<file path="src/rtl/timer_entry_if.sv">
// Keypad/tick inputs and counter-chain load/enable outputs of the microwave timer entry controller.
// The controller connects through the slave modport; the keypad/counter side uses master.
interface timer_entry_if;
   logic        key_valid;
   logic [3:0]  key_code;
   logic        sec_tick;
   logic        timer_zero;
   logic [15:0] digits;
   logic        load;
   logic        cnt_en_n;
   logic        done;
   logic [2:0]  state_o;

   modport master (
      output key_valid, key_code, sec_tick, timer_zero,
      input  digits, load, cnt_en_n, done, state_o
   );

   modport slave (
      input  key_valid, key_code, sec_tick, timer_zero,
      output digits, load, cnt_en_n, done, state_o
   );
endinterface

</file>
<file path="src/rtl/timer_entry_ctrl.sv">
// Keypad entry and run controller: collects mm:ss BCD digits, loads the down-counter chain,
// gates its count enable with the 1 Hz tick, and signals completion.
module timer_entry_ctrl #(
   parameter int unsigned DONE_CYCLES = 8
) (
   input logic         clk,
   input logic         rst,
   timer_entry_if.slave bus
);

   typedef enum logic [2:0] {
      ST_IDLE  = 3'd0,
      ST_ENTRY = 3'd1,
      ST_LOAD  = 3'd2,
      ST_RUN   = 3'd3,
      ST_PAUSE = 3'd4,
      ST_DONE  = 3'd5
   } state_t;

   localparam logic [7:0] DONE_LOAD = 8'(DONE_CYCLES - 32'd1);

   state_t      state_r, state_s;
   logic [15:0] entry_r, entry_s;
   logic [2:0]  digit_cnt_r, digit_cnt_s;
   logic [7:0]  done_cnt_r, done_cnt_s;
   logic        key_digit_s, key_start_s, key_clear_s, key_any_s;

   // Key decode; codes 0xC-0xF never count as a key.
   always_comb begin
      key_digit_s = bus.key_valid && (bus.key_code <= 4'h9);
      key_start_s = bus.key_valid && (bus.key_code == 4'hA);
      key_clear_s = bus.key_valid && (bus.key_code == 4'hB);
      key_any_s   = key_digit_s || key_start_s || key_clear_s;
   end

   // Next-state and datapath update.
   always_comb begin
      state_s     = state_r;
      entry_s     = entry_r;
      digit_cnt_s = digit_cnt_r;
      done_cnt_s  = done_cnt_r;
      case (state_r)
         ST_IDLE: begin
            if (key_digit_s) begin
               entry_s     = {12'h000, bus.key_code};
               digit_cnt_s = 3'd1;
               state_s     = ST_ENTRY;
            end else begin
               state_s = ST_IDLE;
            end
         end
         ST_ENTRY: begin
            if (key_clear_s) begin
               entry_s     = 16'h0000;
               digit_cnt_s = 3'd0;
               state_s     = ST_IDLE;
            end else if (key_start_s) begin
               if (entry_r != 16'h0000) begin
                  state_s = ST_LOAD;
               end else begin
                  state_s = ST_ENTRY;
               end
            end else if (key_digit_s && (digit_cnt_r < 3'd4)) begin
               entry_s     = {entry_r[11:0], bus.key_code};
               digit_cnt_s = digit_cnt_r + 3'd1;
            end else begin
               state_s = ST_ENTRY;
            end
         end
         ST_LOAD: begin
            state_s = ST_RUN;
         end
         ST_RUN: begin
            // Clear beats completion, completion beats pause.
            if (key_clear_s) begin
               entry_s     = 16'h0000;
               digit_cnt_s = 3'd0;
               state_s     = ST_IDLE;
            end else if (bus.timer_zero) begin
               done_cnt_s = DONE_LOAD;
               state_s    = ST_DONE;
            end else if (key_start_s) begin
               state_s = ST_PAUSE;
            end else begin
               state_s = ST_RUN;
            end
         end
         ST_PAUSE: begin
            if (key_start_s) begin
               state_s = ST_RUN;
            end else if (key_clear_s) begin
               entry_s     = 16'h0000;
               digit_cnt_s = 3'd0;
               state_s     = ST_IDLE;
            end else begin
               state_s = ST_PAUSE;
            end
         end
         ST_DONE: begin
            if ((done_cnt_r == 8'd0) || key_any_s) begin
               entry_s     = 16'h0000;
               digit_cnt_s = 3'd0;
               state_s     = ST_IDLE;
            end else begin
               done_cnt_s = done_cnt_r - 8'd1;
            end
         end
         default: begin
            entry_s     = 16'h0000;
            digit_cnt_s = 3'd0;
            state_s     = ST_IDLE;
         end
      endcase
   end

   // State and datapath registers with synchronous reset.
   always_ff @(posedge clk) begin
      if (rst) begin
         state_r     <= ST_IDLE;
         entry_r     <= 16'h0000;
         digit_cnt_r <= 3'd0;
         done_cnt_r  <= 8'd0;
      end else begin
         state_r     <= state_s;
         entry_r     <= entry_s;
         digit_cnt_r <= digit_cnt_s;
         done_cnt_r  <= done_cnt_s;
      end
   end

   // Moore decodes; cnt_en_n is the single combinational path from sec_tick.
   always_comb begin
      bus.digits   = entry_r;
      bus.load     = (state_r == ST_LOAD);
      bus.done     = (state_r == ST_DONE);
      bus.cnt_en_n = ~((state_r == ST_RUN) & bus.sec_tick);
      bus.state_o  = state_r;
   end

endmodule

</file>
<file path="src/flat_wrapper.sv">
// flat-port wrapper written by rule: the top's interface ports become plain ports
module timer_entry_ctrl_flat 
#(
   parameter int unsigned DONE_CYCLES = 8
)
  (clk, rst, bus_key_valid, bus_key_code, bus_sec_tick, bus_timer_zero, bus_digits, bus_load, bus_cnt_en_n, bus_done, bus_state_o);
  timer_entry_if bus_i ();
  input logic clk;
  input logic rst;
  input wire logic [$bits(bus_i.key_valid)-1:0] bus_key_valid;
  input wire logic [$bits(bus_i.key_code)-1:0] bus_key_code;
  input wire logic [$bits(bus_i.sec_tick)-1:0] bus_sec_tick;
  input wire logic [$bits(bus_i.timer_zero)-1:0] bus_timer_zero;
  output wire logic [$bits(bus_i.digits)-1:0] bus_digits;
  output wire logic [$bits(bus_i.load)-1:0] bus_load;
  output wire logic [$bits(bus_i.cnt_en_n)-1:0] bus_cnt_en_n;
  output wire logic [$bits(bus_i.done)-1:0] bus_done;
  output wire logic [$bits(bus_i.state_o)-1:0] bus_state_o;
  assign bus_i.key_valid = bus_key_valid;
  assign bus_i.key_code = bus_key_code;
  assign bus_i.sec_tick = bus_sec_tick;
  assign bus_i.timer_zero = bus_timer_zero;
  assign bus_digits = bus_i.digits;
  assign bus_load = bus_i.load;
  assign bus_cnt_en_n = bus_i.cnt_en_n;
  assign bus_done = bus_i.done;
  assign bus_state_o = bus_i.state_o;
  timer_entry_ctrl #(.DONE_CYCLES(DONE_CYCLES)) u_core (.clk(clk), .rst(rst), .bus(bus_i));
endmodule
</file>
<file path="config.mk">
export PLATFORM = sky130hd
export DESIGN_NAME = timer_entry_ctrl_flat
export DESIGN_NICKNAME = d
export VERILOG_FILES = /design/src/rtl/timer_entry_if.sv /design/src/rtl/timer_entry_ctrl.sv /design/src/flat_wrapper.sv
export SDC_FILE = /design/constraint.sdc
export NUM_CORES = 1
export LEC_CHECK = 0
export CAP_MARGIN = 20
export CORE_MARGIN = 2
export CORE_UTILIZATION = 28
export DETAILED_ROUTE_END_ITERATION = 10
export PLACE_DENSITY = 0.53
export RECOVER_POWER = 50
export SYNTH_ARGS = -nofsm -noshare
export SYNTH_HDL_FRONTEND = slang
export SYNTH_SLANG_ARGS = --single-unit
</file>
<file path="constraint.sdc">
create_clock -name clk -period 2.1 [get_ports clk]
set_input_delay 0.42 -clock clk [delete_from_list [all_inputs] [get_ports clk]]
set_output_delay 0.42 -clock clk [all_outputs]
set_load 0.1 [all_outputs]
</file>
==> run_summary.xml <==
<?xml version="1.0" encoding="UTF-8"?>
<metrics>
  <group name="critical_path">
    <metric name="critPathLaunch" unit="">bus_key_code[2]</metric>
    <metric name="worst_r2r_path_depth" unit="">6</metric>
    <metric name="reg2reg_setup_slack" unit="ns">0.24</metric>
    <metric name="reg_to_reg_critical_path_startpoint" unit="">u_core.bus.state_o[0]</metric>
    <metric name="setup.worst_path.class" unit="">in2reg</metric>
    <metric name="critical_path_arrival" unit="ns">2.19</metric>
    <metric name="setup.worst_path.end_class" unit="">register</metric>
    <metric name="regToRegEndpoint" unit="">u_core.done_cnt_r[5]</metric>
    <metric name="critical_path_required" unit="ns">2.31</metric>
    <metric name="critical_path.max_fanout" unit="">5</metric>
    <metric name="critPathLaunchType" unit="">input port</metric>
  </group>
  <group name="power">
    <metric name="power.share.clock" unit="%">35.7</metric>
    <metric name="share_comb_of_total_power" unit="%">20.1</metric>
    <metric name="maximum_vdd_ir_drop" unit="V">0.000388</metric>
    <metric name="fin_total_pwr" unit="mW">1.37</metric>
    <metric name="power.sequential.fraction" unit="%">44.2</metric>
    <metric name="internal_pwr_total" unit="uW">956</metric>
    <metric name="switchingPower" unit="uW">417</metric>
    <metric name="p_sw_share" unit="%">30.3</metric>
    <metric name="p_leak" unit="nW">0.862</metric>
    <metric name="power-per-cell-area" unit="nW/um2">632</metric>
  </group>
  <group name="global_route">
    <metric name="maximum_number_of_pins_on_one_net_before_global_route_repair" unit="">27</metric>
    <metric name="grt.total_usage" unit="%">13.7</metric>
    <metric name="grt_pass1_vias" unit="">1374</metric>
    <metric name="antenna_found_initial" unit="">0</metric>
    <metric name="global_route_wire_length_before_repair" unit="mm">6.82</metric>
    <metric name="globalRoute.totalOverflow" unit="">0</metric>
  </group>
  <group name="sta">
    <metric name="slew-limit-headroom" unit="%">63.8</metric>
    <metric name="layout_worst_path_cycle_share" unit="%">94.4</metric>
    <metric name="setup_ws" unit="ns">0.118</metric>
    <metric name="clock_skew" unit="ns">0.00285</metric>
    <metric name="clock.fmax" unit="MHz">504</metric>
    <metric name="grt_setup_unrepaired" unit="">no</metric>
    <metric name="tightest_slew" unit="ns">0.545</metric>
    <metric name="timing_hold_violations_final" unit="">0</metric>
    <metric name="final_setup_vio_count" unit="">0</metric>
    <metric name="maxSlewViolCount" unit="">0</metric>
    <metric name="fin_setup_tns" unit="ns">0</metric>
    <metric name="time_the_final_worst_path_needs_with_i_o_delays_and_setup" unit="ns">1.98</metric>
  </group>
  <group name="final_layout">
    <metric name="fin_nets" unit="">246</metric>
    <metric name="layout-drive-gt1-share" unit="%">23.8</metric>
    <metric name="layout.cells.non_filler" unit="">307</metric>
    <metric name="layout.filler_cells" unit="">588</metric>
    <metric name="diodes" unit="">0</metric>
    <metric name="design_area" unit="um2">2170</metric>
    <metric name="seq_area" unit="um2">607</metric>
    <metric name="multiInputGateArea" unit="um2">948</metric>
    <metric name="area.growth.synth_to_final" unit="%">34.1</metric>
  </group>
  <group name="worst_hold_path">
    <metric name="timing.hold.worst_endpoint" unit="">u_core.digit_cnt_r[1]</metric>
    <metric name="whs_path_depth" unit="">2</metric>
    <metric name="hp-class" unit="">reg2reg</metric>
    <metric name="worstHoldStart" unit="">u_core.digit_cnt_r[1]</metric>
  </group>
  <group name="clocking">
    <metric name="clock-root-buffer" unit="">sky130_fd_sc_hd__clkbuf_8</metric>
    <metric name="clk_pin_slew_worst_paths" unit="ns">0.07</metric>
    <metric name="tritoncts" unit="">done</metric>
    <metric name="clkLatencyLatePin" unit="ns">0.28</metric>
    <metric name="ctsHtreeMaxLevel" unit="">2</metric>
    <metric name="numClockSinks" unit="">30</metric>
    <metric name="max_clock_buf_depth" unit="">2</metric>
    <metric name="numCtsBuffers" unit="">5</metric>
    <metric name="holdBufCountCts" unit="">0</metric>
  </group>
  <group name="yosys">
    <metric name="syn_inst" unit="">188</metric>
    <metric name="synth.avg_cell_area" unit="um2">8.62</metric>
    <metric name="number_of_enable_flip_flop_cells_after_synthesis" unit="">0</metric>
    <metric name="syn_nets" unit="">200</metric>
    <metric name="synth_largest_type_area_fraction" unit="%">37.1</metric>
    <metric name="yosys-top-cells-area" unit="">sky130_fd_sc_hd__dfxtp_1 37%, sky130_fd_sc_hd__mux2i_1 11%, sky130_fd_sc_hd__nand2b_1 7.7%, sky130_fd_sc_hd__nand2_1 5.1%, sky130_fd_sc_hd__nor2_1 3.5%</metric>
    <metric name="share_of_flip_flops_with_an_asynchronous_set_or_reset_after_synthesis" unit="%">0</metric>
    <metric name="most_frequently_used_flop_master_after_synthesis" unit="">sky130_fd_sc_hd__dfxtp_1</metric>
    <metric name="top_cell_type_by_total_area_after_synthesis" unit="">sky130_fd_sc_hd__dfxtp_1</metric>
    <metric name="synth.yosys.warnings" unit="">0</metric>
    <metric name="synth_seq_cells" unit="">30</metric>
    <metric name="synthDistinctLibCells" unit="">38</metric>
    <metric name="synth_sequential_area_ratio" unit="%">37.1</metric>
    <metric name="synthesis.area" unit="um2">1620</metric>
  </group>
  <group name="die">
    <metric name="die_w" unit="um">80.1</metric>
    <metric name="ios" unit="">31</metric>
    <metric name="floorplan.rows" unit="">27</metric>
    <metric name="coreArea" unit="um2">5540</metric>
    <metric name="initial_utilization" unit="%">29.2</metric>
    <metric name="chipHeight" unit="um">80.1</metric>
    <metric name="die_area" unit="um2">6410</metric>
  </group>
  <group name="place">
    <metric name="port_buffers" unit="">30</metric>
    <metric name="post_dp_cell_area" unit="um2">2130</metric>
    <metric name="dp_worst_setup_slack" unit="ns">-0.222</metric>
    <metric name="post-dp-hpwl" unit="mm">3.01</metric>
    <metric name="post-place-cells" unit="">297</metric>
    <metric name="gp_routability_congestion" unit="">0.775</metric>
  </group>
  <group name="drt">
    <metric name="routed_via_density" unit="">4.71</metric>
    <metric name="drt_pass_1_iters" unit="">4</metric>
    <metric name="vias" unit="">1445</metric>
    <metric name="drc_viols" unit="">0</metric>
    <metric name="route.detailed.wl_per_inst" unit="um">13.6</metric>
    <metric name="final_antenna_net_count" unit="">0</metric>
    <metric name="initialDrtViolationCount" unit="">48</metric>
    <metric name="drt-total-wl" unit="mm">4.17</metric>
  </group>
  <group name="run">
    <metric name="maxCapViolCount" unit="">0</metric>
  </group>
  <group name="outcome">
    <metric name="run_status" unit="">complete, no violations</metric>
  </group>
</metrics>
-- kinds of logic (layout without fill, tap and decap cells) --
| kind of cell | after synthesis | count (layout) | synth area share, % |
|---|---|---|---|
| flops | 30 | 30 | 37.1 |
| fa+ha+maj | 3 | 3 | 2.32 |
| mux | 18 | 18 | 11.1 |
| buf+inv | 18 | 65 | 6.33 |
| xor+xnor | 6 | 6 | 3.24 |
| simple gates | 85 | 85 | 27.9 |
| compound gates | 28 | 28 | 12.0 |
-- flip-flops by register name, summed over array words and instances (netlist names) --
signal,flops
u_core.bus.state_o,3
u_core.done_cnt_r,8
u_core.digit_cnt_r,3
u_core.bus.digits,16
-- worst max-delay path by stage --
stage | endpoint | slack [ns] | cells after the start
after detailed placement | u_core.bus.digits[0] | -0.22 | 7
after global placement | u_core.digit_cnt_r[1] | -0.21 | 7
after CTS | u_core.bus.digits[0] | 0.07 | 7
after floorplan | bus_load | -0.02 | 3
final | u_core.bus.state_o[0] | 0.12 | 6
after global routing | u_core.bus.digits[0] | 0.01 | 7
-- worst max-delay path: stages --
cell and delay, ns:
sky130_fd_sc_hd__clkdlybuf4s50_1 0.54, sky130_fd_sc_hd__nand4b_1 0.17, sky130_fd_sc_hd__buf_4 0.15, sky130_fd_sc_hd__o21ai_0 0.09
sky130_fd_sc_hd__or4b_2 0.64, sky130_fd_sc_hd__a31oi_1 0.17
-- cell usage after synthesis, types with 3 or more instances --
cell,n
sky130_fd_sc_hd__a211oi_1,3
sky130_fd_sc_hd__a21oi_1,8
sky130_fd_sc_hd__buf_2,3
sky130_fd_sc_hd__clkbuf_1,5
sky130_fd_sc_hd__dfxtp_1,30
sky130_fd_sc_hd__ha_1,3
sky130_fd_sc_hd__inv_1,7
sky130_fd_sc_hd__mux2i_1,18
sky130_fd_sc_hd__nand2_1,22
sky130_fd_sc_hd__nand2b_1,20
sky130_fd_sc_hd__nand3_1,3
sky130_fd_sc_hd__nand3b_1,3
sky130_fd_sc_hd__nand4b_1,3
sky130_fd_sc_hd__nor2_1,15
sky130_fd_sc_hd__nor3_1,4
sky130_fd_sc_hd__nor4_1,5
sky130_fd_sc_hd__o21ai_0,5
sky130_fd_sc_hd__xor2_1,6
-- routing by layer --
metal | share of wire [%] | track usage, %
met2 | 44 | 20.9
met3 | 2.2 | 3.03
met4 | 1.4 | 5.59
met5 | 0 | 0
met1 | 52 | 18.7
-- final cells by class --
type | count | share of cell area (%)
clock buffers | 7 | 3.97
clock inverters | 1 | 0.230
inverters | 7 | 1.21
multi-input cells | 140 | 43.7
flip-flops and latches | 30 | 27.9
well taps | 72 | 4.15
repair buffers | 50 | 18.8
-- cell usage in the layout, fill, tap and decap left out, drive strengths merged, types with 6 or more instances in the layout --
| cell | instances |
|---|---|
| nand2 | 22 |
| nor2 | 15 |
| inv | 7 |
| dfxtp | 30 |
| buf | 22 |
| a21oi | 8 |
| mux2i | 18 |
| nand2b | 20 |
| clkdlybuf4s50 | 8 |
| xor2 | 6 |
| clkbuf | 27 |
-- timing repair --
action                     in CTS  in global routing
setup endpoints to repair       0                 18
gates resized for setup         0                  1
buffers inserted                0                  2
-- through the flow --
stage / hold WS (ns) / util, %
after CTS: 0.493 / 40.0
after global routing: 0.519 / 39.2
after floorplan: 0.452 / -
final: 0.487 / 39.2
after global placement: 0.470 / 38.4
after detailed placement: 0.482 / 38.4
-- power by group through the flow --
stage,sequential (mW),clock [mW],combinational [mW]
final,0.606,0.491,0.276
after CTS,0.606,0.512,0.282
after global placement,0.620,0,0.282
after detailed placement,0.619,0,0.281
after global routing,0.608,0.536,0.292
after floorplan,0.683,0,0.125
Power figures use the tool's default switching activity.
==> RTL change: new RTL, same flow settings <==
`DONE_CYCLES` is set to 8 in 2 places; all go to 4.
--- a/src/rtl/timer_entry_ctrl.sv
+++ b/src/rtl/timer_entry_ctrl.sv
@@ -1,7 +1,7 @@
 // Keypad entry and run controller: collects mm:ss BCD digits, loads the down-counter chain,
 // gates its count enable with the 1 Hz tick, and signals completion.
 module timer_entry_ctrl #(
-   parameter int unsigned DONE_CYCLES = 8
+   parameter int unsigned DONE_CYCLES = 4
 ) (
    input logic         clk,
    input logic         rst,
--- a/src/flat_wrapper.sv
+++ b/src/flat_wrapper.sv
@@ -1,7 +1,7 @@
 // flat-port wrapper written by rule: the top's interface ports become plain ports
 module timer_entry_ctrl_flat 
 #(
-   parameter int unsigned DONE_CYCLES = 8
+   parameter int unsigned DONE_CYCLES = 4
 )
   (clk, rst, bus_key_valid, bus_key_code, bus_sec_tick, bus_timer_zero, bus_digits, bus_load, bus_cnt_en_n, bus_done, bus_state_o);
   timer_entry_if bus_i ();
Function: changed (a bounded check fails within 10 cycles, from zero or initial values and one cycle with rst high).
==> RTL change against the unedited design <==
Synthesized area shrank 7.9%. Final area down 4.8%. Total power shrank 6.3%. Wire length shrank 10%. Worst setup slack better by 0.097 ns. Worst hold slack better by 0.0034 ns. Sequential cell count stayed put. Clock skew increased by 0.00091 ns. Highest routed layer unchanged.
==> RTL change: results (changes against the unedited design) <==
| Metric | Value |
|---|---|
| Run status | `finished clean` |
| Detailed placer's ending HPWL | `2.887 mm (-4.1%)` |
| Via density | `4.930 (+4.7%)` |
| Worst setup path end | `u_core.bus.digits[11]$_SDFFE_PP0P_` |
| Reg2Reg Depth | `6 (unchanged)` |
| Library cells used by synthesis | `45 (+18%)` |
| Seq/Total Area, Yosys | `0.4023 (+0.03169)` |
| P_int | `0.0009224 W (-3.5%)` |
| Clk_skew | `0.003763 ns (+0.0009134 ns)` |
| Gr usage total | `0.1308 (-0.006495)` |
| Setup Buffers After CTS | `1 (+1)` |
| Global-route wire length before repair | `6.113 mm (-10%)` |
| CP arrival | `2.05 ns (-0.14 ns)` |
| Post-synthesis compound-gate area fraction | `0.2104 (+0.08993)` |
| Least-Margin Pin Slew | `0.5525 ns (+0.007717 ns)` |
| Fmax | `530.5 MHz (+5.2%)` |
| Routed WL | `3.731 mm (-10%)` |
| Vias in the first global route | `1269 (-7.6%)` |
| DR pass1 iterations | `6 (+2)` |
| Dpl cell area | `1958 sq um (-7.9%)` |
| Mapped Nets | `166 (-17%)` |
| R2R setup slack | `0.28 ns (+0.04 ns)` |
| Net total in the final layout | `212 (-14%)` |
| Met2 GRT Util | `0.2009 (-0.008289)` |
| Largest net degree at the start of global routing | `15 (-44%)` |
| Place WS | `-0.3481 ns (-0.1258 ns)` |
| Synth Area in XOR/XNOR | `0.03521 (+0.002773)` |
| Max incr delay on CP | `0.62 ns (-0.02 ns)` |
| M1 WL | `1.674 mm (-23%)` |
| Routing usage on met3 | `0.03294 (+0.002604)` |
| Placed cells | `261 (-12%)` |
| Worst path top cell family by delay | `buffers and inverters` |
| Reg-to-Reg Start | `u_core.done_cnt_r[2]$_SDFFE_PP0P_` |
| P_leak | `0.8654 nW (+0.46%)` |
| Routed WL per cell | `13.77 um (+1.5%)` |
| Post-synthesis average cell area | `9.693 sq um (+12%)` |
| Peak supply drop | `0.3715 mV (-4.2%)` |
| Synth warn | `0 (unchanged)` |
| Post-synthesis mux area share | `0.03353 (-0.07767)` |
| CP max FO | `14 (+9)` |
| Synth area leaders | `dfxtp_1 (40%), a22o_1 (7.6%), nor2_1 (3.5%), xor2_1 (3.5%), mux2i_1 (3.4%)` |
| Initial DRC count | `122 (+150%)` |
| FILL cells | `546 (-7.1%)` |
| Slowest-stage cell, CP | `dlygate4sd3_1` |
| Worst Setup SP | `bus_key_code[0]` |
| Worst-Skew Late Latency | `0.27 ns` |
| Top cells by instance count after synthesis | `dfxtp_1 (30), nor2_1 (14), a22o_1 (13)` |
| GP Congestion | `0.8996 (+16%)` |
==> RTL change: cell types whose count changed after synthesis, moves of 4 or more <==
cell      before  now
inv_1          7    3
a22o_1         0   13
nand2b_1      20    6
nand2_1       22    8
mux2i_1       18    5
==> RTL change: final cells by class <==
type,instances,area (sq um),share of cell area
Clock buffer,7,86.33,0.04174
Clock inverter,1,5.005,0.002420
Inverter,3,11.26,0.005445
Multi-Input combinational cell,114,882.1,0.4265
Sequential cell,30,609.3,0.2946
Tap cell,70,87.58,0.04235
Timing Repair Buffer,46,386.6,0.1869
==> RTL change: power by group through the flow <==
stage          registers (W)  logic [W]  clock network, W
4_1_cts             0.000595   0.000231          0.000484
3_3_place_gp        0.000608   0.000224                 0
5_1_grt             0.000596   0.000245          0.000509
3_5_place_dp        0.000608   0.000227                 0
2_1_floorplan       0.000671  0.0000882                 0
6_report            0.000595   0.000230          0.000461
==> RTL change: worst min-delay path by stage <==
stage,slack [ns],cells past startpoint,start,end
floorplan,0.45,1,u_core.digit_cnt_r[1]$_SDFFE_PP0P_,u_core.digit_cnt_r[1]$_SDFFE_PP0P_
global placement,0.46,1,u_core.digit_cnt_r[1]$_SDFFE_PP0P_,u_core.digit_cnt_r[1]$_SDFFE_PP0P_
detailed placement,0.48,1,u_core.digit_cnt_r[1]$_SDFFE_PP0P_,u_core.digit_cnt_r[1]$_SDFFE_PP0P_
CTS,0.50,1,u_core.done_cnt_r[0]$_SDFFE_PP0P_,u_core.done_cnt_r[0]$_SDFFE_PP0P_
global route,0.51,1,u_core.done_cnt_r[0]$_SDFFE_PP0P_,u_core.done_cnt_r[0]$_SDFFE_PP0P_
finish,0.49,1,u_core.digit_cnt_r[1]$_SDFFE_PP0P_,u_core.digit_cnt_r[1]$_SDFFE_PP0P_
